--- src/rtl/lb_router_pkg.sv ---
// Local-bus router shared types, default widths and address field helpers.
package XT_LBUS_Pkg;

    localparam int LB_ADDR_W = 8;
    localparam int LB_ID_W   = 2;
    localparam int LB_DATA_W = 32;
    localparam int LB_WW_W   = 2;
    localparam int LB_TMO    = 15;

    typedef enum logic [1:0] {
        ST_IDLE   = 2'd0,
        ST_ACCESS = 2'd1,
        ST_RESP   = 2'd2
    } lb_state_t;

    typedef struct packed {
        logic                 we;
        logic [LB_WW_W-1:0]   width;
        logic [LB_DATA_W-1:0] wdata;
    } lb_slave_t;

    // Callers cast the result down to their own ID/offset width.
    function automatic logic [31:0] lb_id(
        input logic [31:0] addr,
        input int          aw,
        input int          iw
    );
        return (addr >> (aw - iw)) & ((32'd1 << iw) - 32'd1);
    endfunction

    function automatic logic [31:0] lb_offset(
        input logic [31:0] addr,
        input int          aw,
        input int          iw
    );
        return addr & ((32'd1 << (aw - iw)) - 32'd1);
    endfunction

endpackage

--- src/rtl/lb_router_timeout_counter.sv ---
// ACCESS-phase watchdog: counts stalled cycles, flags expiry at TIMEOUT.
module lb_timeout_counter #(
    parameter int TIMEOUT = 15
) (
    input  logic clk,
    input  logic rst,
    input  logic i_clear,
    input  logic i_enable,
    output logic o_expire
);

    localparam int CW = $clog2(TIMEOUT + 1);

    logic [CW-1:0] r_cnt;

    assign o_expire = (r_cnt == CW'(TIMEOUT - 1));

    always_ff @(posedge clk or posedge rst) begin
        if (rst) begin
            r_cnt <= '0;
        end else if (i_clear) begin
            r_cnt <= '0;
        end else if (i_enable && !o_expire) begin
            r_cnt <= r_cnt + 1'b1;
        end
    end

endmodule

--- src/rtl/lb_router.sv ---
// Local-bus master-to-slave router with unmapped-ID error response.
// Define LB_TIMEOUT_EN to abort stalled ACCESS phases after TIMEOUT cycles.
module lb_router
    import XT_LBUS_Pkg::*;
#(
    parameter int                    ADDR_WIDTH = LB_ADDR_W,
    parameter int                    ID_WIDTH   = LB_ID_W,
    parameter logic [2**ID_WIDTH-1:0] SLAVE_MASK = '1,
    parameter int                    TIMEOUT    = LB_TMO
) (
    input  logic                             clk,
    input  logic                             rst,
    input  logic                             m_req,
    input  logic                             m_we,
    input  logic [ADDR_WIDTH-1:0]            m_addr,
    input  logic [1:0]                       m_write_width,
    input  logic [31:0]                      m_wdata,
    output logic                             m_ready,
    output logic [31:0]                      m_rdata,
    output logic                             m_err,
    output logic [2**ID_WIDTH-1:0]           s_sel,
    output logic                             s_we,
    output logic [ADDR_WIDTH-ID_WIDTH-1:0]   s_addr,
    output logic [1:0]                       s_write_width,
    output logic [31:0]                      s_wdata,
    input  logic [(2**ID_WIDTH)*32-1:0]      s_rdata,
    input  logic [2**ID_WIDTH-1:0]           s_ready
);

    localparam int NSLV  = 2**ID_WIDTH;
    localparam int OFS_W = ADDR_WIDTH - ID_WIDTH;

    lb_state_t           r_state;
    lb_slave_t           r_cmd;
    logic [ID_WIDTH-1:0] r_id;
    logic [OFS_W-1:0]    r_ofs;
    logic [NSLV-1:0]     r_sel;
    logic                r_ready;
    logic                r_err;
    logic [31:0]         r_rdata;

    logic [ID_WIDTH-1:0] w_id;
    logic [OFS_W-1:0]    w_ofs;
    logic                w_hit;
    logic                w_expire;
    logic [31:0]         w_rd;

    assign w_id  = ID_WIDTH'(lb_id(32'(m_addr), ADDR_WIDTH, ID_WIDTH));
    assign w_ofs = OFS_W'(lb_offset(32'(m_addr), ADDR_WIDTH, ID_WIDTH));
    // Only the latched target's handshake is observed.
    assign w_hit = s_ready[r_id];
    assign w_rd  = s_rdata[r_id*32 +: 32];

`ifdef LB_TIMEOUT_EN
    lb_timeout_counter #(
        .TIMEOUT (TIMEOUT)
    ) u_tmo (
        .clk      (clk),
        .rst      (rst),
        .i_clear  (r_state != ST_ACCESS),
        .i_enable ((r_state == ST_ACCESS) && !w_hit),
        .o_expire (w_expire)
    );
`else
    assign w_expire = 1'b0;
`endif

    always_ff @(posedge clk or posedge rst) begin
        if (rst) begin
            r_state <= ST_IDLE;
            r_cmd   <= '0;
            r_id    <= '0;
            r_ofs   <= '0;
            r_sel   <= '0;
            r_ready <= 1'b0;
            r_err   <= 1'b0;
            r_rdata <= '0;
        end else begin
            unique case (r_state)
                ST_IDLE: begin
                    r_ready <= 1'b0;
                    if (m_req) begin
                        r_id        <= w_id;
                        r_ofs       <= w_ofs;
                        r_cmd.we    <= m_we;
                        r_cmd.width <= m_write_width;
                        r_cmd.wdata <= m_wdata;
                        if (SLAVE_MASK[w_id]) begin
                            r_sel   <= NSLV'(1) << w_id;
                            r_state <= ST_ACCESS;
                        end else begin
                            r_rdata <= '0;
                            r_err   <= 1'b1;
                            r_ready <= 1'b1;
                            r_state <= ST_RESP;
                        end
                    end
                end
                ST_ACCESS: begin
                    if (w_hit) begin
                        r_rdata <= r_cmd.we ? 32'd0 : w_rd;
                        r_err   <= 1'b0;
                        r_ready <= 1'b1;
                        r_sel   <= '0;
                        r_state <= ST_RESP;
                    end else if (w_expire) begin
                        r_rdata <= '0;
                        r_err   <= 1'b1;
                        r_ready <= 1'b1;
                        r_sel   <= '0;
                        r_state <= ST_RESP;
                    end
                end
                ST_RESP: begin
                    r_ready <= 1'b0;
                    r_state <= ST_IDLE;
                end
                default: begin
                    r_sel   <= '0;
                    r_ready <= 1'b0;
                    r_state <= ST_IDLE;
                end
            endcase
        end
    end

    assign m_ready       = r_ready;
    assign m_rdata       = r_rdata;
    assign m_err         = r_err;
    assign s_sel         = r_sel;
    assign s_we          = r_cmd.we;
    assign s_addr        = r_ofs;
    assign s_write_width = r_cmd.width;
    assign s_wdata       = r_cmd.wdata;

endmodule

--- config.mk ---
export PLATFORM = sky130hd
export DESIGN_NAME = lb_router
export DESIGN_NICKNAME = d
export VERILOG_FILES = /design/src/rtl/lb_router_pkg.sv /design/src/rtl/lb_router_timeout_counter.sv /design/src/rtl/lb_router.sv
export SDC_FILE = /design/constraint.sdc
export NUM_CORES = 1
export LEC_CHECK = 0
export CORE_MARGIN = 1
export CORE_UTILIZATION = 25
export DETAILED_ROUTE_END_ITERATION = 10
export PLACE_DENSITY = 0.59
export SETUP_SLACK_MARGIN = 0.05
export SLEW_MARGIN = 30
export SYNTH_ARGS = -nofsm -noshare
export SYNTH_HDL_FRONTEND = slang
export SYNTH_HIERARCHICAL = 1
export SYNTH_SLANG_ARGS = --single-unit
--- constraint.sdc ---
create_clock -name clk -period 3.3 [get_ports clk]
set_input_delay 0.66 -clock clk [delete_from_list [all_inputs] [get_ports clk]]
set_output_delay 0.66 -clock clk [all_outputs]
set_load 0.01 [all_outputs]
Word level (Yosys, flattened, before mapping):

Cells that the tools add are included.
Widths: inputs -> output; s select.

* bits in registers: 83
* bits in latches: 0
* RAM bits: 0
* bits in read-only memories: 0
* input port bits: 178
* output and inout bits: 79
* word-level logic and storage cells: 52
* memories kept: 0

* add/subtract/negate cells: 0
* multiply operators: 0
* div/mod/pow operators: 0
* magnitude comparators: 2
* equality and inequality tests: 6
* shift-type cells: 2
* muxes and demuxes: 25
* bitwise operators: 1
* reduce and logical (&&, ||, !) cells: 6

Operators by type and width (count)
* $mux 32: 4
* $shiftx 128x8->32: 1
* $pmux 32 s2: 1
* $mux 4: 3
* $pmux 4 s3: 1
* $mux 1: 8
* $ne 2x2->1 const B: 4
* $reduce_and 4->1: 2
* $lt 2x3->1 const B: 2
* $mux 2: 3
* $bmux 1 s2: 2
* $pmux 1 s2: 2
* $pmux 2 s2: 1
* $reduce_and 2->1: 2
* $shl 1x2->4 const A: 1
* $eq 2x1->1 const B: 1
* $eq 2x2->1 const B: 1
* $logic_not 2->1: 1
* $reduce_bool 2->1: 1
* $not 1->1: 1

Longest topological paths before layout:

* depth after elaboration: 5
* gate-level depth with buffers: 6
* depth with buffers taken out: 3

Worst setup path after synthesis:

OpenSTA, ideal clock, no wires.

* path kind: input to register
* start point: in s_ready[3]
* end point: reg r_rdata[0] (netlist: m_rdata[0])
* data arrival time: 1751 ps
* data required time: 3173 ps
* setup slack: 1421 ps
* stages on the path: 4
* path buffers: 1
* cell sequence: mux4_2 > nand3b_4 > buf_6 > mux2_1

* longest elaborated chain between the ends: 4

RTL lines
* start: declaration: line lb_router.sv:27 `input logic [2**ID_WIDTH-1:0] s_ready`
* $bmux 1 s2: line lb_router.sv:51 `assign w_hit = s_ready[r_id];`
* $mux 1 (implied by the code): line lb_router.sv:51
* $ne 2x2->1 (no line)
* $reduce_and 4->1 (no line)
* end signal: assignment: line lb_router.sv:101 `r_rdata <= r_cmd.we ? 32'd0 : w_rd;`
* end: declaration: line lb_router.sv:40 `logic [31:0] r_rdata;`

No other way between the ends. The select of a mux whose other input is x is not followed.
A chain may end at the register's enable or synchronous reset.

Worst setup path in the final report:

* start point: in s_ready[0]
* end point: reg r_rdata[9] (netlist: m_rdata[9])

Same word-level chain as after synthesis.

==> impl_metrics.ini <==
[placed_design]
finalWeightedCongestion = 0.728
port_buffers = 256
hpwl_mm = 10.1

[global_routing]
antenna_found_initial = 0
gr-usage-all-layers_pct = 15.6
grt_max_degree = 48
grt_pass1_wl_mm = 20.1
grt_pass1_vias = 3977
overflow = 0

[sta]
fin_worst_skew_ps = 6.97
rsz0062_at_grt = false
worstMarginPinSlew_ps = 899
finalHoldWorstSlack_ps = 472
slew_violations = 0
fin_crit_sh_pct = 67.8
setup-tns-final_ps = 0
slew_headroom_pct = 40.0
hold_viol = 0
setup-violations-final = 0
min_period_ps = 2240
fmax_mhz = 447

[routing]
num_vias = 3816
drtIter0Drc = 82
avgRoutedWirePerCell_um = 15.5
post_drt_via_cell_ratio = 4.42
drt_first_pass_iters = 4
postRouteAntennaNets = 0
finalWirelength_mm = 13.4
drcViolationCount = 0

[worst_setup_path]
slowest_stage = mux4_2
path_delay_family = multiplexers
reg2reg_from = r_id[0]
cp-start-kind = input port
cp.required_ps = 3520
critical_path_peak_fanout = 34
slowest_delay_ps = 520
endpoint_kind = flip-flop
path_cells = clkdlybuf4s50_1, mux4_2, nand3b_4, mux2_2
cp.buffers_inverters = 1
cp.arrival_ps = 2450
crit_type = in -> reg
crit_start = s_ready[0]

[clock_tree]
cts_root_buffer = clkbuf_16
cts_buffers = 9
clk_path_buf_depth = 2
h-tree-depth = 3
cts_tree = built
ctsResizeCount = 0
clock-sinks = 83
cts_hold_buf = 0
clkTransAtPathRegs_ps = 60
clock_latency_ps = 330
post_cts_buffers = 0

[flow_run]
cap_violations = 0

[synthesis]
synth_cell_types = 27
syn_inst = 397
synth_nets = 575
ys_warn_count = 6
yosysSeqAreaShare_pct = 50.5
synth.avg_cell_area_um2 = 10.4
ys_ff_latch = 83
syn_area_um2 = 4120

[pwr]
power_density_nw_per_um2 = 794
power_mw = 5.69
pwr-share-clk_pct = 16.6
p_int_mw = 3.63
p_leak_nw = 3.18
irDropWorstVdd_mv = 0.403
pwr-share-seq_pct = 30.8
switchingPower_mw = 2.06
p_sw_share_pct = 36.2
power_frac_comb_pct = 52.7

[floorplanning]
die_x_um = 130
start_util_pct = 25.7
core.rowCount = 46
core-area_um2 = 16000
die_h_um = 130
die-area_um2 = 17000
io_pins = 257

[outcome]
status = finished, final reports clean

[finish]
drive_above_1_share_pct = 5.09
syn_to_final_growth_pct = 74.1
antenna_cells = 0
final_nets = 821
fillers = 1531

[min_path]
min_from = s_wdata[23]
hold_path.class = reg -> reg
[placed cells by master (no fill, tap or decap), drive strengths merged]
cell	n
inv	7
buf	7
nor2	1
mux2i	66
a221o	1
nor3b	2
mux2	32
mux4	1
clkbuf	12
o32ai	1
clkinv	2
and2	1
nor3	1
nand2b	2
or3b	1
nand2	129
clkdlybuf4s50	256
a222oi	1
nand3	1
clkinvlp	2
nand3b	2
or2	1
and3b	1
dfrtp	83
o21ai	2
o22ai	33
[area by class of cell]
type                       instances  area, µm²  area share [%]
timing repair buffer             263       2630            36.7
sequential                        83       2080            29.0
multi-input combinational        279       1880            26.2
tap                              216        270            3.77
clock buffer                      12        256            3.58
inverter                           7       28.8           0.402
clock inverter                     4       25.0           0.349
[Yosys cell counts]
library cell | number | area [µm²]
or3b_2 | 1 | 8.76
dfrtp_1 | 83 | 2080
nand2b_1 | 2 | 12.5
o32ai_1 | 1 | 8.76
mux2_1 | 28 | 315
and2_1 | 1 | 6.26
nand3_1 | 1 | 5.00
buf_4 | 1 | 7.51
nor3_1 | 1 | 5.00
nand2_1 | 129 | 484
nor3b_1 | 2 | 15.0
a221o_1 | 1 | 10.0
nor2_1 | 1 | 3.75
mux2i_1 | 66 | 661
inv_1 | 7 | 26.3
o21ai_0 | 2 | 10.0
a222oi_1 | 1 | 10.0
buf_2 | 7 | 35.0
nand3b_4 | 1 | 20.0
mux2_2 | 4 | 45.0
clkbuf_1 | 17 | 63.8
and3b_1 | 1 | 8.76
or2_2 | 1 | 6.26
buf_6 | 3 | 33.8
nand3b_1 | 1 | 7.51
mux4_2 | 1 | 22.5
o22ai_1 | 33 | 206
[power by group through the flow]
stage | sequential, mW | combinational, mW | clock (mW)
global placement | 1.75 | 3.01 | 0
detailed placement | 1.77 | 3.05 | 0
floorplan | 1.92 | 1.44 | 0
global route | 1.82 | 3.26 | 1.02
finish | 1.75 | 3.00 | 0.942
CTS | 1.76 | 3.06 | 0.977
[worst min-delay path, delay by kind of cell, from the launching register on]
kind	cells	cell delay, ps
flip-flops	1	340
AND/OR/NAND/NOR	2	100
[state kept, by name, indices dropped and copies added, names as in the netlist]
register,flops
m_err,1
m_rdata,32
m_ready,1
r_id,2
r_state,2
s_addr,6
s_sel,4
s_wdata,32
s_we,1
s_write_width,2
[final timing paths]
path,to,slack [ps],depth (start not counted)
max,m_rdata[9],1060,4
min,s_wdata[23],470,2
max reg2reg,s_sel[0],1250,4
min reg2reg,s_wdata[23],470,2
max in group asynchronous,s_wdata[7],1900,3
min in group asynchronous,m_rdata[1],770,2
[through the flow]
step / worst slack [ps] / cells / utilization (%) / area (µm²)
finish: 1060 / 864 / 44.8 / 7170
global route: 988 / 864 / 44.8 / 7170
CTS: 1060 / 864 / 44.8 / 7160
detailed placement: 693 / 848 / 43.0 / 6880
global placement: 748 / 848 / 43.0 / 6880
floorplan: 503 / 397 / - / 4120
[kinds of logic (layout without fill, tap and decap cells)]
| logic type | Yosys count | in the layout | synth area share (%) |
|---|---|---|---|
| and+or+nand+nor | 142 | 142 | 14.2 |
| DFF | 83 | 83 | 50.5 |
| buffers and inverters | 35 | 286 | 4.04 |
| AOI/OAI and AO/OA | 38 | 38 | 5.96 |
| muxes | 99 | 99 | 25.4 |
[metal layers]
metal	share of wire (%)	wire length [µm]	up-vias	global-route usage [%]
li1	-	-	1859	-
met3	10	1340	10	5.17
met1	39	5220	1788	16.7
met5	0	0	-	0
met4	0.86	115	0	4.79
met2	50	6740	159	28.9
(Power assumes the default switching activity.)
==> edit 1: new RTL, same settings <==
Reset style: synchronous (`rst`), changed in one clocked block.
--- a/src/rtl/lb_router.sv
+++ b/src/rtl/lb_router.sv
@@ -65,7 +65,7 @@
     assign w_expire = 1'b0;
 `endif
 
-    always_ff @(posedge clk or posedge rst) begin
+    always_ff @(posedge clk) begin
         if (rst) begin
             r_state <= ST_IDLE;
             r_cmd   <= '0;
Formal check against the unedited RTL: differs if rst is asserted again (counterexample within 4 cycles, from zero or initial values and one cycle with rst high); with rst held inactive, the same outputs for 4 cycles.
==> edit 1 against the original RTL <==
- worst hold slack got worse by 0.021 ns
- critical path type unchanged
- sequential cell count did not move
- first-iteration DRC count rose by 55%
- wire length rose by 1.7%
- area after synthesis fell by 5.5%
- largest cell class unchanged
- worst setup slack got worse by 0.021 ns
- design area fell by 3.8%
- non-clock buffer count rose by 1
Power is not compared: it rests on default switching activity, and its combinational part moved more than twofold at a synthesized area within 25%.
==> edit 1: results (changes against the original RTL) <==
Status
  • Outcome: complete, no violations

Placement
  • Dpl hpwl: 9900 microns (-2.2%)
  • DP Worst Slack: 0.728 ns (+0.0350 ns)
  • Placed cell area: 6540 sq um (-5.0%)
  • Routability Congestion: 0.743 (+2.0%)

Setup path
  • Critical path's top delay family: buffers and inverters
  • Crit Path Max Fanout: 32 (-5.9%)
  • Worst Path Arrival: 2.53 ns (+0.08 ns)
  • Reg2reg start: r_id[0]
  • R2R Setup Slk: 1.08 ns (-0.17 ns)
  • Worst path max stage delay: 0.58 ns (+0.06 ns)

Drt
  • DRT iter0 DRCs: 127 (+55%)
  • Vias: 4,078 (+6.9%)
  • Routed len/inst: 16.2 microns (+4.2%)

Yosys
  • Syn nets: 594 (+3.3%)
  • Dominant cells by area after synthesis: dfxtp_1, mux2i_1, mux2_2
  • Yosys cell types: 38 (+41%)
  • Fraction of registers with async set/reset: 0 (-1.00)
  • Sequential share of the synthesized area: 0.427 (-0.0773)

Global route
  • Global-route wire length before repair: 20,700 microns (+3.0%)
  • Initial antenna violation count: 1 (+1)
  • Largest net degree at the start of global routing: 55 (+15%)
  • Vias in the first global route: 3,968 (-0.23%)
  • GRT Total Usage: 0.165 (+0.00880)

STA
  • Tmin final: 2.26 ns (+0.0206 ns)
  • Rel. slew slack: 0.594 (+0.193)
  • Clock Skew: 0.00357 ns (-0.00339 ns)

Final layout
  • Ratio of cells with drive above 1 in the final layout: 0.0947 (+0.0437)
  • Layout Nets: 828 (+0.85%)
==> edit 1: changes by cell type after synthesis, sizes merged, moves of 32 or more <==
cell / before / now
o22ai: 33 / 0
a21oi: 0 / 43
dfrtp: 83 / 0
mux2i: 66 / 34
nand2: 129 / 87
dfxtp: 0 / 83
==> edit 1: worst reg2reg max path: stages (launching register included) <==
cell and delay (ns):
dfxtp_4 0.66, mux4_2 0.68, a31oi_4 0.21, buf_4 0.37, a221o_1 0.24
==> edit 1: how the worst min path moves through the flow <==
stage                start     endpoint  slack, ns  cells past startpoint
2_1_floorplan    s_addr[0]    s_addr[0]       0.48                      2
3_3_place_gp    s_wdata[6]   s_wdata[6]       0.44                      2
3_5_place_dp    s_wdata[0]   s_wdata[0]       0.45                      2
4_1_cts        s_wdata[23]  s_wdata[23]       0.45                      2
5_1_grt         s_wdata[8]   s_wdata[8]       0.47                      2
6_report       s_wdata[23]  s_wdata[23]       0.45                      2
==> edit 1: final cells by class <==
class	count	area, sq um
clock buffer	10	239
clock inverter	6	111
fill	1427	8310
inverter	4	15.0
multi-input combinational	288	2000
sequential	83	1670
tap	188	235
timing repair buffer	264	2620
==> edit 1: routing by layer <==
layer	vias up	wire length (microns)	global-route usage
met2	179	6340	0.283
met1	1878	5620	0.186
met4	2	343	0.0735
met3	26	1320	0.0569
met5	-	13	0
li1	1993	-	-
==> edit 1: report_power, final <==
group          switching (mW)  internal [mW]  leakage [nW]
logic                   0.239          0.384          1.59
clock network           0.417          0.761         0.169
registers              0.0469           1.06         0.679
==> edit 1: per-stage QoR <==
step	hold WS [ns]	instances	utilization
2_1_floorplan	0.481	416	-
3_3_place_gp	0.441	826	0.429
3_5_place_dp	0.446	827	0.430
4_1_cts	0.454	843	0.453
5_1_grt	0.466	843	0.453
6_report	0.452	843	0.453
==> edit 1: cell families (layout without fill, tap and decap cells) <==
family | count (synthesis) | in the layout | synth area share
flip-flops | 83 | 83 | 0.427
AND/OR/NAND/NOR | 139 | 139 | 0.172
buffers and inverters | 45 | 284 | 0.0621
multiplexers | 65 | 65 | 0.180
AO/OA/AOI/OAI | 84 | 84 | 0.159
==> edit 2: new RTL, same flow settings <==
Made on the original files. `LB_ID_W`: 2 -> 3.
--- a/src/rtl/lb_router_pkg.sv
+++ b/src/rtl/lb_router_pkg.sv
@@ -2,7 +2,7 @@
 package XT_LBUS_Pkg;
 
     localparam int LB_ADDR_W = 8;
-    localparam int LB_ID_W   = 2;
+    localparam int LB_ID_W   = 3;
     localparam int LB_DATA_W = 32;
     localparam int LB_WW_W   = 2;
     localparam int LB_TMO    = 15;
Ports: changed (resized s_addr, s_rdata, s_ready and s_sel); port bits go from 257 to 392. No check against the original RTL was run, so the function may have changed too.
==> edit 2 against the original RTL <==
- power rose by 31%
- combinational power rose by 49%
- critical path type is now flip-flop to flip-flop
- area after synthesis rose by 34%
- register-to-register slack worse by 0.47 ns
- worst setup slack got worse by 0.29 ns
- first-iteration DRC count increased by 140%
- largest power group unchanged
- sequential cell count is 4 higher
- largest cell class unchanged
- design area is 39% higher
- wire length increased by 70%
==> edit 2: results (changes against the original RTL) <==
Final layout
  • Fraction of area in multi-input gates: 0.306 (+0.0442)
  • Buffer share of cell area: 0.404 (+0.0376)
  • Seq/total area: 0.219 (-0.0714)
  • Antenna Cells: 0 (unchanged)
  • Ratio of cells with drive above 1 in the final layout: 0.160 (+0.109)
  • Multi-input gates: 405 (+45%)
  • Layout Nets: 1,231 (+50%)
  • Nonclk buf count: 405 (+54%)
  • Final clock-cell share: 0.0310 (-0.00830)
  • FILL cells: 2,060 (+35%)
  • Inverters: 13 (+6)

Setup path
  • Slowest cell on crit path: dfrtp_4
  • Worst Path Arrival: 2.75 ns (+0.30 ns)
  • Crit Path Max Fanout: 30 (-12%)
  • R2R Setup Slk: 0.78 ns (-0.47 ns)
  • Critical Path Start Type: flip-flop
  • Worst path max stage delay: 0.72 ns (+0.20 ns)

Drt
  • Vias per inst: 4.69 (+6.3%)
  • DRT iter0 DRCs: 195 (+140%)
  • WL final: 22,700 microns (+70%)
  • Vias: 5,638 (+48%)
  • Drt pass-1 iters: 5 (+1)

Clock network
  • Post-CTS Setup Bufs: 0 (unchanged)

Placement
  • Dpl hpwl: 17,700 microns (+75%)
  • Routability Congestion: 0.822 (+13%)
  • Number of I/O port buffers: 391 (+53%)

Global route
  • Vias in the first global route: 5,759 (+45%)
  • Met1 Use GR: 0.225 (+0.0577)
  • Routing usage on met3: 0.0591 (+0.00743)
  • Global-route wire length before repair: 33,400 microns (+66%)
  • Largest net degree at the start of global routing: 52 (+8.3%)
  • Initial antenna violation count: 0 (unchanged)
  • Met2 usage: 0.362 (+0.0721)
  • GRT Total Usage: 0.199 (+0.0431)

Yosys
  • Dominant cells by area after synthesis: dfrtp_1, mux2_2, mux4_2
  • Mux cell area share after synthesis: 0.302 (+0.0489)
  • Post-synthesis register bit count: 87 (+4.8%)
  • Commonest cells post-synth: nand2_1, dfrtp_1, mux2_2
  • Sequential share of the synthesized area: 0.396 (-0.108)
  • Syn nets: 861 (+50%)
  • Post-synthesis instance total: 551 (+39%)

STA
  • Least-Margin Pin Slew: 0.693 ns (-0.207 ns)
  • Clock Skew: 0.00879 ns (+0.00182 ns)

Power
  • Clk pwr: 1.07 mW (+14%)
  • Power share of the combinational group: 0.599 (+0.072)
  • Internal cell power: 4.54 mW (+25%)
  • Leak pwr: 4.02 nW (+26%)

Hold path
  • Hold path endpoint: s_wdata[25]
  • Min-delay src: s_wdata[25]

Status
  • Outcome: complete, no violations
edit 2: cell count changes after synthesis, sizes merged, moves of 18 or more:
cell	unedited run	this run
mux2	32	78
mux2i	66	4
mux4	1	33
nor2	1	35
o21ai	2	24
o31ai	0	18
or3	0	18
edit 2: per-stage QoR:
step	worst slack (ns)	power, mW	cell area [sq um]	hold slack, ns
floorplan	0.390	4.51	5490	0.514
global placement	0.448	6.47	9660	0.458
detailed placement	0.400	6.50	9660	0.462
CTS	0.714	7.62	9970	0.477
global route	0.573	8.02	9970	0.494
finish	0.778	7.45	9970	0.473
edit 2: per-layer routing:
layer / wire (microns) / vias up / part of all wire
met5: 0 / - / 0
met4: 503 / 0 / 0.022
met3: 1740 / 27 / 0.076
met2: 11700 / 224 / 0.51
met1: 8800 / 2678 / 0.39
li1: - / 2709 / -
